`src/rtl/pc_pkg.sv`:
```
// Shared types and helpers for the parametrised program counter with return stack.
// Holds the PC operation encoding and the priority decode of the active-low controls.
package pc_pkg;

   localparam int BYTE_W = 8;

   typedef enum logic [2:0] {
      PC_INC,
      PC_HOLD,
      PC_LDLO,
      PC_JMP,
      PC_CALL,
      PC_RET
   } pc_op_t;

   function automatic int sp_width(input int depth);
      return $clog2(depth + 1);
   endfunction

   // Staging select needs at least one bit even when only one hitmp byte exists.
   function automatic int sel_width(input int bytes);
      return (bytes > 2) ? $clog2(bytes - 1) : 1;
   endfunction

   function automatic pc_op_t decode_op(input logic pc_in_n, input logic call_n,
                                        input logic ret_n, input logic pclo_n,
                                        input logic hold_n);
      if (!pc_in_n)      return PC_JMP;
      else if (!call_n)  return PC_CALL;
      else if (!ret_n)   return PC_RET;
      else if (!pclo_n)  return PC_LDLO;
      else if (!hold_n)  return PC_HOLD;
      else               return PC_INC;
   endfunction

endpackage

```
`src/rtl/pc_stack_if.sv`:
```
// Control/data bus between the decoder and the program counter block.
// master drives D and the active-low controls; slave returns PC and stack status.
interface pc_stack_if
   import pc_pkg::*;
#(
   parameter int BYTES       = 2,
   parameter int STACK_DEPTH = 4
);

   logic [BYTE_W-1:0]                D;
   logic                             _pchitmp_in;
   logic [sel_width(BYTES)-1:0]      tmp_sel;
   logic                             _pclo_in;
   logic                             _pc_in;
   logic                             _call;
   logic                             _ret;
   logic                             _hold;
   logic [BYTE_W*BYTES-1:0]          PC;
   logic [sp_width(STACK_DEPTH)-1:0] sp;
   logic                             stack_full;
   logic                             stack_empty;
   logic                             stack_ovf;
   logic                             stack_unf;

   modport master (
      output D, _pchitmp_in, tmp_sel, _pclo_in, _pc_in, _call, _ret, _hold,
      input  PC, sp, stack_full, stack_empty, stack_ovf, stack_unf
   );

   modport slave (
      input  D, _pchitmp_in, tmp_sel, _pclo_in, _pc_in, _call, _ret, _hold,
      output PC, sp, stack_full, stack_empty, stack_ovf, stack_unf
   );

endinterface

```
`src/rtl/pc_ret_stack.sv`:
```
// Return-address LIFO with occupancy count and sticky overflow/underflow flags.
// Push on full or pop on empty leaves sp alone and only raises the matching flag.
module pc_ret_stack
   import pc_pkg::*;
#(
   parameter int STACK_DEPTH = 4,
   parameter int WIDTH       = 16
) (
   input  logic                             clk,
   input  logic                             _MR,
   input  logic                             push,
   input  logic                             pop,
   input  logic [WIDTH-1:0]                 din,
   output logic [WIDTH-1:0]                 dout,
   output logic [sp_width(STACK_DEPTH)-1:0] sp,
   output logic                             full,
   output logic                             empty,
   output logic                             ovf,
   output logic                             unf
);

   localparam int SPW = sp_width(STACK_DEPTH);
   localparam int AW  = (STACK_DEPTH > 1) ? $clog2(STACK_DEPTH) : 1;

   logic [WIDTH-1:0] mem [2**AW];
   logic [AW-1:0]    wr_a;
   logic [AW-1:0]    rd_a;

   assign full  = (sp == SPW'(STACK_DEPTH));
   assign empty = (sp == '0);
   assign wr_a  = sp[AW-1:0];
   assign rd_a  = wr_a - AW'(1);
   assign dout  = mem[rd_a];

   always_ff @(posedge clk or negedge _MR) begin
      if (!_MR) begin
         sp  <= '0;
         ovf <= 1'b0;
         unf <= 1'b0;
      end else if (push) begin
         if (full) ovf <= 1'b1;
         else      sp  <= sp + SPW'(1);
      end else if (pop) begin
         if (empty) unf <= 1'b1;
         else       sp  <= sp - SPW'(1);
      end
   end

   // Contents are don't-care after reset, so the storage has no reset term.
   always_ff @(posedge clk) begin
      if (_MR && push && !full) mem[wr_a] <= din;
   end

endmodule

```
`src/rtl/pc_stack.sv`:
```
// Program counter loaded a byte at a time, with staged upper bytes and a return stack.
// One PC operation per edge, chosen by fixed priority; staging writes are independent.
module pc_stack
   import pc_pkg::*;
#(
   parameter int                       BYTES       = 2,
   parameter int                       STACK_DEPTH = 4,
   parameter logic [BYTE_W*BYTES-1:0]  RESET_PC    = '0
) (
   input  logic       clk,
   input  logic       _MR,
   pc_stack_if.slave  bus
);

   localparam int PW = BYTE_W * BYTES;
   localparam int SW = sel_width(BYTES);

   logic [PW-1:0]                     pc;
   logic [PW-1:0]                     pc_inc;
   logic [PW-1:0]                     pc_nxt;
   logic [PW-1:0]                     ret_addr;
   logic [BYTES-2:0][BYTE_W-1:0]      hitmp;
   pc_op_t                            op;
   logic                              push;
   logic                              pop;

   assign op     = decode_op(bus._pc_in, bus._call, bus._ret, bus._pclo_in, bus._hold);
   assign pc_inc = pc + PW'(1);
   assign push   = (op == PC_CALL);
   assign pop    = (op == PC_RET);
   assign bus.PC = pc;

   always_comb begin
      pc_nxt = pc_inc;
      case (op)
         PC_HOLD:         pc_nxt = pc;
         PC_LDLO:         pc_nxt = {pc[PW-1:BYTE_W], bus.D};
         PC_JMP, PC_CALL: pc_nxt = {hitmp, bus.D};
         // A return with nothing stacked behaves as a plain increment.
         PC_RET:          pc_nxt = bus.stack_empty ? pc_inc : ret_addr;
         default:         pc_nxt = pc_inc;
      endcase
   end

   always_ff @(posedge clk or negedge _MR) begin
      if (!_MR) pc <= RESET_PC;
      else      pc <= pc_nxt;
   end

   // Selects at or beyond BYTES-1 match no byte and are dropped.
   always_ff @(posedge clk or negedge _MR) begin
      if (!_MR) begin
         hitmp <= '0;
      end else begin
         for (int i = 0; i < BYTES - 1; i++)
            if (!bus._pchitmp_in && bus.tmp_sel == SW'(i)) hitmp[i] <= bus.D;
      end
   end

   pc_ret_stack #(
      .STACK_DEPTH (STACK_DEPTH),
      .WIDTH       (PW)
   ) u_stack (
      .clk   (clk),
      ._MR   (_MR),
      .push  (push),
      .pop   (pop),
      .din   (pc_inc),
      .dout  (ret_addr),
      .sp    (bus.sp),
      .full  (bus.stack_full),
      .empty (bus.stack_empty),
      .ovf   (bus.stack_ovf),
      .unf   (bus.stack_unf)
   );

endmodule

```
`src/flat_wrapper.sv`:
```
// flat-port wrapper written by rule: the top's interface ports become plain ports
module pc_stack_flat import pc_pkg::*;
#(
   parameter int                       BYTES       = 2,
   parameter int                       STACK_DEPTH = 4,
   parameter logic [BYTE_W*BYTES-1:0]  RESET_PC    = '0
)
  (clk, _MR, bus_D, bus__pchitmp_in, bus_tmp_sel, bus__pclo_in, bus__pc_in, bus__call, bus__ret, bus__hold, bus_PC, bus_sp, bus_stack_full, bus_stack_empty, bus_stack_ovf, bus_stack_unf);
  pc_stack_if #(.BYTES(BYTES), .STACK_DEPTH(STACK_DEPTH)) bus_i ();
  input  logic clk;
  input  logic _MR;
  input wire logic [$bits(bus_i.D)-1:0] bus_D;
  input wire logic [$bits(bus_i._pchitmp_in)-1:0] bus__pchitmp_in;
  input wire logic [$bits(bus_i.tmp_sel)-1:0] bus_tmp_sel;
  input wire logic [$bits(bus_i._pclo_in)-1:0] bus__pclo_in;
  input wire logic [$bits(bus_i._pc_in)-1:0] bus__pc_in;
  input wire logic [$bits(bus_i._call)-1:0] bus__call;
  input wire logic [$bits(bus_i._ret)-1:0] bus__ret;
  input wire logic [$bits(bus_i._hold)-1:0] bus__hold;
  output wire logic [$bits(bus_i.PC)-1:0] bus_PC;
  output wire logic [$bits(bus_i.sp)-1:0] bus_sp;
  output wire logic [$bits(bus_i.stack_full)-1:0] bus_stack_full;
  output wire logic [$bits(bus_i.stack_empty)-1:0] bus_stack_empty;
  output wire logic [$bits(bus_i.stack_ovf)-1:0] bus_stack_ovf;
  output wire logic [$bits(bus_i.stack_unf)-1:0] bus_stack_unf;
  assign bus_i.D = bus_D;
  assign bus_i._pchitmp_in = bus__pchitmp_in;
  assign bus_i.tmp_sel = bus_tmp_sel;
  assign bus_i._pclo_in = bus__pclo_in;
  assign bus_i._pc_in = bus__pc_in;
  assign bus_i._call = bus__call;
  assign bus_i._ret = bus__ret;
  assign bus_i._hold = bus__hold;
  assign bus_PC = bus_i.PC;
  assign bus_sp = bus_i.sp;
  assign bus_stack_full = bus_i.stack_full;
  assign bus_stack_empty = bus_i.stack_empty;
  assign bus_stack_ovf = bus_i.stack_ovf;
  assign bus_stack_unf = bus_i.stack_unf;
  pc_stack #(.BYTES(BYTES), .STACK_DEPTH(STACK_DEPTH), .RESET_PC(RESET_PC)) u_core (.clk(clk), ._MR(_MR), .bus(bus_i));
endmodule
```
`config.mk`:
```
export PLATFORM = sky130hd
export DESIGN_NAME = pc_stack_flat
export DESIGN_NICKNAME = d
export VERILOG_FILES = /design/src/rtl/pc_pkg.sv /design/src/rtl/pc_stack_if.sv /design/src/rtl/pc_ret_stack.sv /design/src/rtl/pc_stack.sv /design/src/flat_wrapper.sv
export SDC_FILE = /design/constraint.sdc
export NUM_CORES = 1
export LEC_CHECK = 0
export ABC_AREA = 1
export CAP_MARGIN = 15
export CORE_ASPECT_RATIO = 1.25
export CORE_MARGIN = 2
export CORE_UTILIZATION = 35
export DETAILED_ROUTE_END_ITERATION = 16
export PLACE_DENSITY = 0.57
export SETUP_SLACK_MARGIN = 0.02
export SYNTH_ARGS = -nofsm -noshare
export SYNTH_HDL_FRONTEND = slang
export SYNTH_HIERARCHICAL = 1
export SYNTH_SLANG_ARGS = --single-unit
```
`constraint.sdc`:
```
create_clock -name clk -period 3.28 [get_ports clk]
set_input_delay 0.656 -clock clk [delete_from_list [all_inputs] [get_ports clk]]
set_output_delay 0.656 -clock clk [all_outputs]
set_load 0.02 [all_outputs]
```
; Yosys cells after proc, flatten, opt, wreduce, memory -nomap -nowiden
; Memories as Yosys holds them, arrays and structs flattened.
; Index checks and enable logic that the tools add are counted.
[totals]
out_inout_bits = 23
ram_bits = 64
input_bits = 17
mem_count = 1
elab_cells = 48
register_bits = 29
[memory_table]
columns = name, depth, word_bits, rd, rd_ports_with_merged_regs, wr, line
row1 = u_core.u_stack.mem, 4, 16, 1, 0, 1, pc_ret_stack.sv:25  ; logic [WIDTH-1:0] mem [2**AW];
[classes]
muxes = 13
add_sub_neg = 4
eq_ne = 8
n_reduce_logical = 12
n_bitwise = 4
[op_table]
columns = op, count
row1 = 16-bit case mux with 4 select lines, 1
row2 = 3-bit two-way mux, 8
row3 = 16-bit by 1-bit adder with 16-bit output (second input constant), 1
row4 = 16-bit two-way mux, 1
row5 = 3-bit equality test (second input constant), 3
row6 = 3-bit by 2-bit equality test with 1-bit output (second input constant), 2
row7 = 3-bit AND reduction, 2
row8 = 2-bit inequality test (second input constant), 2
row9 = 1-bit NOT, 4
row10 = 2-bit AND reduction, 2
row11 = 3-bit by 1-bit adder with 3-bit output (second input constant), 1
row12 = 3-bit by 1-bit equality test with 1-bit output (second input constant), 1
row13 = 1-bit logical AND, 3
row14 = 3-bit zero test, 1
row15 = 1-bit two-way mux, 3
row16 = 3-bit by 1-bit subtractor with 3-bit output (second input constant), 1
row17 = 1-bit zero test, 2
row18 = 2-bit nonzero test, 1
row19 = 2-bit OR reduction, 1
row20 = 2-bit by 1-bit subtractor with 2-bit output (second input constant), 1

; Logic depth before layout (Yosys ltp)
; Gate-level depths: netlist of run 1.
[logic_depth]
word_depth = 10
mapped_depth = 13
mapped_depth_nobuf = 11

; Modules after synthesis
; The synthesis of run 1 kept the hierarchy.
[modules_own_cells]
columns = module, seq_area_each_um2, area_per_inst_um2, cells_per_inst, n_inst
row1 = pc_ret_stack, 2047.0, 2700.1, 201, 1
row2 = pc_stack, 600.6, 1948.1, 292, 1

; Least setup slack after synthesis of run 1
; OpenSTA, ideal clock, no wires.
[synth_path]
kind = input port to flip-flop
from = in bus__call
to = mem u_core.u_stack.mem[1][0], enable pin
setup_ps = 389
path_stages = 5
n_path_buf = 0
arrival_time_ps = 2089
setup_slack_ps = 802
required_ps = 2891
path_cell_list = inv_1 -> o21ai_0 -> nor3b_1 -> nand3_1 -> nor2_1
[synth_between]
elab_chain_len = 7
[synth_rtl]
columns = element, line
row1 = "start, declared", flat_wrapper.sv:17  ; input wire logic [$bits(bus_i._call)-1:0] bus__call;
row2 = 3-bit two-way mux, pc_pkg.sv:29  ; else if (!call_n) return PC_CALL;
row3 = 3-bit two-way mux, pc_pkg.sv:28  ; if (!pc_in_n) return PC_JMP;
row4 = 3-bit equality test, pc_stack.sv:29  ; assign push = (op == PC_CALL);
row5 = net u_core.push, pc_stack.sv:24  ; logic push;
row6 = 1-bit logical AND (2 in a row), pc_ret_stack.sv:51  ; if (_MR && push && !full) mem[wr_a] <= din;
row7 = 1-bit two-way mux, pc_ret_stack.sv:51
row8 = 1-bit two-way mux (implied by the code), pc_ret_stack.sv:51
row9 = "end, declared", pc_ret_stack.sv:25
; The timed path passes the listed nets, and every way through them passes these cells.

; Final worst setup path of run 1
[layout_path]
from = in bus__pc_in
to = reg u_core.u_stack.sp[2]
[layout_between]
elab_chain_len = 4
word_cells_on_any_way = 8
cone_classes = eq/ne (4) / mux (2) / reduce/logical (2)
[layout_rtl]
columns = element, line
row1 = "start, declared", flat_wrapper.sv:16  ; input wire logic [$bits(bus_i._pc_in)-1:0] bus__pc_in;
row2 = 3-bit two-way mux *, pc_pkg.sv:28
row3 = 3-bit equality test *, pc_stack.sv:29
row4 = net u_core.push, pc_stack.sv:24
row5 = 2-bit inequality test (no source line) or 2-bit nonzero test (tied branches), --
row6 = 3-bit AND reduction (no source line), --
row7 = "end signal, assigned", pc_ret_stack.sv:42  ; else sp <= sp + SPW'(1);
row8 = "end signal, assigned", pc_ret_stack.sv:45  ; else sp <= sp - SPW'(1);
row9 = "end, declared", pc_ret_stack.sv:15  ; output logic [sp_width(STACK_DEPTH)-1:0] sp,
; The timed path passes the listed nets; every way through them passes the cells marked *.
; A chain may end at the register's enable or synchronous reset.

==> results of run 1 <==
## synthesized netlist by cell type (all sizes together)
cell    number
o22ai       17
o21bai       1
a21oi        6
nand2      121
xnor2        2
xor2         4
edfxtp      64
clkbuf       3
nand3       33
o21ai       52
inv         48
nand4        7
nor2        71
nor3b        1
dfrtp       29
a31o         1
a221oi       1
fa           1
mux2         6
o211ai       3
ha           5
buf         11
clkinv       1
a22oi        4
a32oi        1
## worst min-delay path by stage
stage                        from                  to  slack [ns]  depth (start not counted)
2_1_floorplan                 _MR    u_core/bus.PC[0]        0.36                          0
3_3_place_gp   u_core/u_stack/unf  u_core/u_stack/unf        0.48                          1
3_5_place_dp   u_core/u_stack/ovf  u_core/u_stack/ovf        0.46                          1
4_1_cts        u_core/u_stack/ovf  u_core/u_stack/ovf        0.48                          1
5_1_grt        u_core/u_stack/ovf  u_core/u_stack/ovf        0.50                          1
6_report       u_core/u_stack/unf  u_core/u_stack/unf        0.48                          1
## worst max-delay path: stages
cell and delay, ns:
clkdlybuf4s50_1 0.64, o21ai_0 0.20, nor3b_1 0.49, inv_1 0.23, fa_1 0.47, inv_1 0.06, nand3_1 0.07, nand2_1 0.06
nand2_1 0.05, nand2_1 0.05
## flip-flops by register name, summed over array words and instances, names as in the netlist
signal and count:
u_core/u_stack/mem 64, u_core/bus.PC 16, u_core/hitmp 8, u_core/u_stack/sp 3, u_core/u_stack/ovf 1, u_core/u_stack/unf 1
## power groups by stage
stage	sequential [mW]	clock, mW	combinational (mW)
6_report	1.55	1.02	1.70
5_1_grt	1.56	1.08	1.88
4_1_cts	1.55	1.05	1.69
3_5_place_dp	1.57	0	1.69
3_3_place_gp	1.57	0	1.68
2_1_floorplan	1.64	0	1.05
## cell families after synthesis
| family | after synthesis |
|---|---|
| adder cells (fa/ha/maj) | 6 |
| AND/OR/NAND/NOR | 233 |
| XOR/XNOR | 6 |
| buffers and inverters | 63 |
| multiplexers | 6 |
| flip-flops | 93 |
| AO/OA/AOI/OAI | 86 |
## routing by layer
| layer | wire, µm | track usage |
|---|---|---|
| met5 | 0 | 0 |
| met1 | 4910 | 0.207 |
| met2 | 5660 | 0.276 |
| met3 | 327 | 0.0172 |
| met4 | 346 | 0.0952 |
## cell usage in the layout, fill, tap and decap left out, drive strengths merged
master         synthesis  routed
nand2                121     121
nor2                  71      71
edfxtp                64      64
o21ai                 52      52
inv                   48      49
clkdlybuf4s50          0      39
nand3                 33      33
dfrtp                 29      29
o22ai                 17      17
buf                   11      10
clkbuf                 3      10
nand4                  7       7
mux2                   6       6
a21oi                  6       6
ha                     5       5
xor2                   4       4
a22oi                  4       4
clkinvlp               0       3
o211ai                 3       3
clkinv                 1       2
xnor2                  2       2
bufinv                 0       1
nor3b                  1       1
a221oi                 1       1
a32oi                  1       1
o21bai                 1       1
a31o                   1       1
fa                     1       1
## cell type report
| cell class | instances | area, µm² | share of cell area |
|---|---|---|---|
| flip-flops and latches | 93 | 2650 | 0.480 |
| multi-input cells | 337 | 1720 | 0.311 |
| repair buffers | 49 | 465 | 0.0843 |
| clock buffers | 10 | 229 | 0.0415 |
| well taps | 171 | 214 | 0.0388 |
| inverters | 49 | 186 | 0.0338 |
| clock inverters | 6 | 62.6 | 0.0113 |
## per-stage QoR
step / cell area [µm²] / instances / total power [mW] / hold slack [ns] / utilization
5_1_grt: 5520 / 715 / 4.53 / 0.501 / 0.421
6_report: 5520 / 715 / 4.26 / 0.482 / 0.421
3_5_place_dp: 5230 / 699 / 3.26 / 0.463 / 0.399
2_1_floorplan: 4650 / 493 / 2.69 / 0.360 / -
4_1_cts: 5520 / 715 / 4.29 / 0.482 / 0.421
3_3_place_gp: 5230 / 699 / 3.25 / 0.479 / 0.399
==> flow_summary.toml, run 1 <==
[status]
outcome = "finished, final reports clean"

[clocking]
cts_tree = "yes"
clk_path_buf_depth = 2
hold_buffers = 0
cts_setup_buffers = 0
htree_levels = 3
cts-resized-gates = 0
numCtsBuffers = 9
insertion_delay_ns = 0.34
path_clk_slew_ns = 0.07
cts_root_buffer = "clkbuf_16"
clock-sinks = 93

[worst_hold_path]
hold_class = "register to register"

[setup_path]
r2r-end = "u_core/bus.PC[15]"
crit_type = "input port to register"
worst-endpoint-required_ns = 3.56
critical_path.endpoint = "u_core/u_stack/sp[2]"
cp-start-kind = "input port"
reg2reg_slack_ns = 1.07
worst_setup_path_end_kind = "register"
startpoint = "bus__pc_in"
r2r-start = "u_core/u_stack/sp[1]"
reg2regPathDepth = 12
worstPathArrival_ns = 2.98
cp_max_fo = 7

[yosys]
synth_area_leaders = "edfxtp_1, dfrtp_1, nand2_1"
netlist_instances = 493
synth_area_mm2 = 0.00465
muxShareOfSynthArea = 0.0145
synth_cell_types = 39
synth_simple_gate_area_share = 0.217
synth_adder_area_share = 0.0178
ys_seq_area_frac = 0.570
yosys_warnings = 6
synth_top_family_by_area = "simple AND/OR/NAND/NOR gates"
synth-compound-area-share = 0.107
ys_seq_elements = 93
synth_top_cell_by_area = "edfxtp_1"
avgSynthCellArea_um2 = 9.43
synth_xor_area_frac = 0.0129
syn_nets = 516
synth_top_area_frac = 0.413

[route]
vias = 3554
ant_nets = 0
firstDrtPassIters = 4
wirelength_um = 11200
drt-wirelength-per-cell_um = 15.7
vias_per_cell = 4.97
drt_iter0_drc = 160
route.detailed.drc = 0

[layout]
area_growth_pct = 18.8
fill_cells = 1266
antenna_cells = 0
nets = 562
drive_above_1_share = 0.108

[floorplanning]
io_pins = 40
rows = 47
die_w_um = 107
fp.dieH_um = 133
initial_core_util = 0.354
dieArea_mm2 = 0.0142
core-area_mm2 = 0.0131

[power_and_ir_drop]
p_clk_frac = 0.239
switchingPower_mw = 1.65
power.density_mw_per_mm2 = 772
switching_share = 0.387
p_leak_nw = 2.22
combPwrFrac = 0.398
p_int_mw = 2.61
irDropWorstVdd_mv = 0.307
power_frac_seq = 0.363

[place]
port_buffers = 39
gp_congestion = 0.895
dp.final_hpwl_um = 8100
post-place-ws_ns = 0.277

[timing]
rsz0062_at_grt = "no"
fin_tns_setup_ns = 0
setup_viol = 0
drv_slew = 0
hold_violations = 0
slew_headroom = 0.661
finalCritPeriodShare = 0.821
clock.fmax_mhz = 371
fin_ws_ns = 0.588
worstMarginPinSlew_ns = 0.504
final.min_clock_period_ns = 2.69
skew_ns = 0.00597

[global_routing]
grt_max_degree = 38
antenna_found_initial = 0
grt_pass1_wl_um = 18000
grt_use_total = 0.166
grt.overflow.total = 0
grt_pass1_vias = 3430

[flow_run]
maxCapViolations = 0
Note: power is estimated with default switching activity, not from simulation.
==> inputs of run 2 (changes only) <==
clock period = 2.55 ns   (was 3.28 ns; I/O delays follow)
==> flow_summary.toml, run 2 (synthesis gave the netlist of run 1 again) <==
[floorplanning]
die_w_um = 107
io_pins = 40
initial_core_util = 0.354
dieArea_mm2 = 0.0142
core-area_mm2 = 0.0131
fp.dieH_um = 133
rows = 47

[route]
wirelength_um = 11700
drt_iter0_drc = 147
vias_per_cell = 4.95
ant_nets = 0
drt-wirelength-per-cell_um = 16.1
route.detailed.drc = 0
firstDrtPassIters = 4
vias = 3592

[setup_path]
worst-endpoint-required_ns = 2.04
cp_common_cell = "inv_1"
max_stage_delay_ns = 0.60
r2r-start = "u_core/u_stack/sp[1]"
cp-start-kind = "register"
startpoint = "u_core/u_stack/sp[1]"
cp_max_fo = 6
worst_path_max_delay_cell = "clkdlybuf4s50_1"
path_buf_inv = 3
path_cells = "inv_1 > ha_1 > nand2_1 > inv_1 > clkdlybuf4s50_1"
worstPathArrival_ns = 1.89
cp_top_family = "buffers and inverters"
crit_type = "register to primary output"
worst_setup_path_end_kind = "primary output"

[timing]
hold_violations = 0
fin_tns_setup_ns = 0
final.min_clock_period_ns = 2.40
finalCritPeriodShare = 0.942
worstMarginPinSlew_ns = 0.560
drv_slew = 0
skew_ns = 0.00558
setup_viol = 0
clock.fmax_mhz = 416
slew_headroom = 0.624
fin_ws_ns = 0.148
rsz0062_at_grt = "no"

[flow_run]
maxCapViolations = 0

[power_and_ir_drop]
switchingPower_mw = 2.19
combPwrFrac = 0.408
p_leak_nw = 2.31
irDropWorstVdd_mv = 0.369
power_frac_seq = 0.360
p_int_mw = 3.31
p_clk_frac = 0.232
switching_share = 0.398
power.density_mw_per_mm2 = 978

[place]
port_buffers = 39
gp_congestion = 0.890
dp.final_hpwl_um = 8490
post-place-ws_ns = 0.0705
placed_area_mm2 = 0.00535
placed_cells = 710

[layout]
final_area_mm2 = 0.00563
top_register = "u_core/u_stack/mem"
area_growth_pct = 21.2
drive_above_1_share = 0.130
stdcell_count = 726
largest_reg_flops = 64
layout_commonest_cell = "nand2_1"
antenna_cells = 0
most-common-layout-cells = "nand2_1, edfxtp_1, nor2_1"
nets = 573

[clocking]
clock-sinks = 93
cts_root_buffer = "clkbuf_16"
numCtsBuffers = 9
insertion_delay_ns = 0.34
cts_tree = "yes"
clk_path_buf_depth = 2
path_clk_slew_ns = 0.07
htree_levels = 3
hold_buffers = 0
cts-resized-gates = 0
cts_setup_buffers = 0

[worst_hold_path]
hold_class = "register to register"
hold_path.startpoint = "u_core/u_stack/unf"

[global_routing]
grt_pass1_wl_um = 18500
grt_pass1_vias = 3540
grt.overflow.total = 0
grt_max_degree = 38
grt_use_total = 0.171
antenna_found_initial = 0

[status]
outcome = "finished, final reports clean"
[run 2: cell types whose count changed in the layout (fill, tap and decap cells not counted), sizes merged]
cell,previous run,this run
inv,49,52
clkdlybuf4s50,39,38
buf,10,21
bufinv,1,0
clkinv,2,3
clkinvlp,3,1
dlymetal6s2s,0,1
clkbuf,10,9
[run 2: power groups by stage]
stage	clock network, mW	registers, mW	logic [mW]
finish	1.28	1.99	2.25
global route	1.37	2.01	2.48
CTS	1.31	1.99	2.26
detailed placement	0	2.02	2.24
global placement	0	2.02	2.22
floorplan	0	2.11	1.36
[run 2: final timing paths]
| check | end | slack (ns) | cells after the start |
|---|---|---|---|
| setup / recovery | bus_stack_empty | 0.15 | 5 |
| hold / removal | u_core/u_stack/unf | 0.47 | 1 |
| setup reg to reg | u_core/bus.PC[15] | 0.45 | 11 |
| hold reg to reg | u_core/u_stack/unf | 0.47 | 1 |
| max in group asynchronous | u_core/u_stack/sp[2] | 1.51 | 2 |
| min in group asynchronous | u_core/bus.PC[8] | 0.73 | 2 |
[run 2: through the flow]
| step | hold WS (ns) | power, mW | utilization |
|---|---|---|---|
| final | 0.469 | 5.51 | 0.430 |
| after global routing | 0.498 | 5.87 | 0.430 |
| after CTS | 0.473 | 5.55 | 0.429 |
| after detailed placement | 0.457 | 4.26 | 0.408 |
| after global placement | 0.465 | 4.23 | 0.408 |
| after floorplan | 0.214 | 3.47 | - |
[run 2: layout make-up]
type	count	area, µm²
timing repair buffer	60	588
clock buffer	9	225
fill	1286	7480
clock inverter	7	56.3
multi-input combinational	337	1720
tap	171	214
sequential	93	2650
inverter	49	186
[run 2: layer usage]
metal / global-route usage / up-vias / wire length (µm)
met1: 0.214 / 1711 / 5100
met4: 0.0628 / 0 / 250
li1: - / 1787 / -
met5: 0 / - / 0
met2: 0.292 / 80 / 5980
met3: 0.0330 / 14 / 355
==> inputs of run 3 (changes only) <==
ABC_CLOCK_PERIOD_IN_PS = 2550   (was not set)
CORE_MARGIN = 4   (was 2)
SKIP_LAST_GASP = 1   (was not set)
==> flow_summary.toml, run 3 (synthesis gave the netlist of run 1 again) <==
[clocking]
clock-sinks = 93
numCtsBuffers = 9
htree_levels = 3
cts_tree = "yes"
cts-resized-gates = 0
cts_setup_buffers = 0
path_clk_slew_ns = 0.06
cts_root_buffer = "clkbuf_16"
hold_buffers = 0
clk_path_buf_depth = 2
insertion_delay_ns = 0.34

[layout]
post-route-util = 0.436
largest_reg_flops = 64
area_growth_pct = 20.5
top_register = "u_core/u_stack/mem"
most-common-layout-cells = "nand2_1, edfxtp_1, nor2_1"
drive_above_1_share = 0.130
nets = 574
layout_commonest_cell = "nand2_1"
antenna_cells = 0

[floorplanning]
rows = 46
core-area_mm2 = 0.0128
io_pins = 40
fp.dieH_um = 137
die_w_um = 111
dieArea_mm2 = 0.0152
initial_core_util = 0.362

[global_routing]
grt_pass1_vias = 3522
antenna_found_initial = 0
grt.overflow.total = 0
grt_pass1_wl_um = 18800
grt_max_degree = 38
grt_use_total = 0.160

[place]
dp.final_hpwl_um = 8710
gp_congestion = 0.941
port_buffers = 39

[power_and_ir_drop]
power.density_mw_per_mm2 = 970
p_leak_nw = 2.29
irDropWorstVdd_mv = 0.747

[route]
ant_nets = 0
firstDrtPassIters = 5
vias_per_cell = 4.97
vias = 3591
drt_iter0_drc = 223
route.detailed.drc = 0
wirelength_um = 11500
drt-wirelength-per-cell_um = 15.9

[timing]
slew_headroom = 0.626
whs_ns = 0.493
fin_tns_setup_ns = 0
drv_slew = 0
skew_ns = 0.00438
rsz0062_at_grt = "no"
clock.fmax_mhz = 412
setup_viol = 0
hold_violations = 0
finalCritPeriodShare = 0.953
final.min_clock_period_ns = 2.43
worstMarginPinSlew_ns = 0.556

[setup_path]
crit_type = "register to primary output"
cp_max_fo = 6
worstPathArrival_ns = 1.92
worst_path_max_delay_cell = "clkdlybuf4s50_1"
cp-start-kind = "register"
worst_setup_path_end_kind = "primary output"
max_stage_delay_ns = 0.60
path_buf_inv = 3
cp_top_family = "buffers and inverters"
worst-endpoint-required_ns = 2.04
cp_common_cell = "inv_1"
path_cells = "inv_1 > ha_1 > nand2_1 > inv_1 > clkdlybuf4s50_1"

[status]
outcome = "finished, final reports clean"

[worst_hold_path]
hold_class = "register to register"

[flow_run]
maxCapViolations = 0
[run 3: final cells by class]
class	count	area, µm²
fillers	1231	7230
flip-flops and latches	93	2650
well taps	168	210
clock inverters	6	47.5
inverters	49	186
clock buffers	9	225
multi-input cells	337	1720
repair buffers	61	568
[run 3: report_power, final]
group | total, mW | leakage [nW] | switching (mW) | internal [mW]
Sequential | 1.99 | 0.924 | 0.158 | 1.83
Combinational | 2.21 | 1.23 | 1.42 | 0.791
Clock | 1.23 | 0.132 | 0.569 | 0.664
Total | 5.43 | 2.29 | 2.15 | 3.28
[run 3: final timing paths]
kind	to	start	slack (ns)	depth (start not counted)
max	bus_stack_full	u_core/u_stack/sp[1]	0.12	5
min	u_core/u_stack/unf	u_core/u_stack/unf	0.49	1
max reg2reg	u_core/bus.PC[15]	u_core/u_stack/sp[1]	0.36	11
min reg2reg	u_core/u_stack/unf	u_core/u_stack/unf	0.49	1
max in group asynchronous	u_core/u_stack/sp[0]	_MR	1.53	2
min in group asynchronous	u_core/bus.PC[8]	_MR	0.72	2
[run 3: per-stage QoR]
| stage | worst slack, ns | instances | cell area (µm²) | total power [mW] |
|---|---|---|---|---|
| floorplan | 0.101 | 493 | 4650 | 3.47 |
| global placement | 0.115 | 708 | 5330 | 4.22 |
| detailed placement | 0.0500 | 708 | 5330 | 4.23 |
| CTS | 0.115 | 723 | 5600 | 5.49 |
| global route | 0.0228 | 723 | 5600 | 5.84 |
| finish | 0.120 | 723 | 5600 | 5.43 |
[run 3: per-layer routing]
metal / vias up / global-route usage / routed length, µm
li1: 1790 / - / -
met4: 0 / 0.0892 / 483
met5: - / 0 / 0
met3: 27 / 0.0301 / 414
met2: 84 / 0.265 / 5660
met1: 1690 / 0.197 / 4910
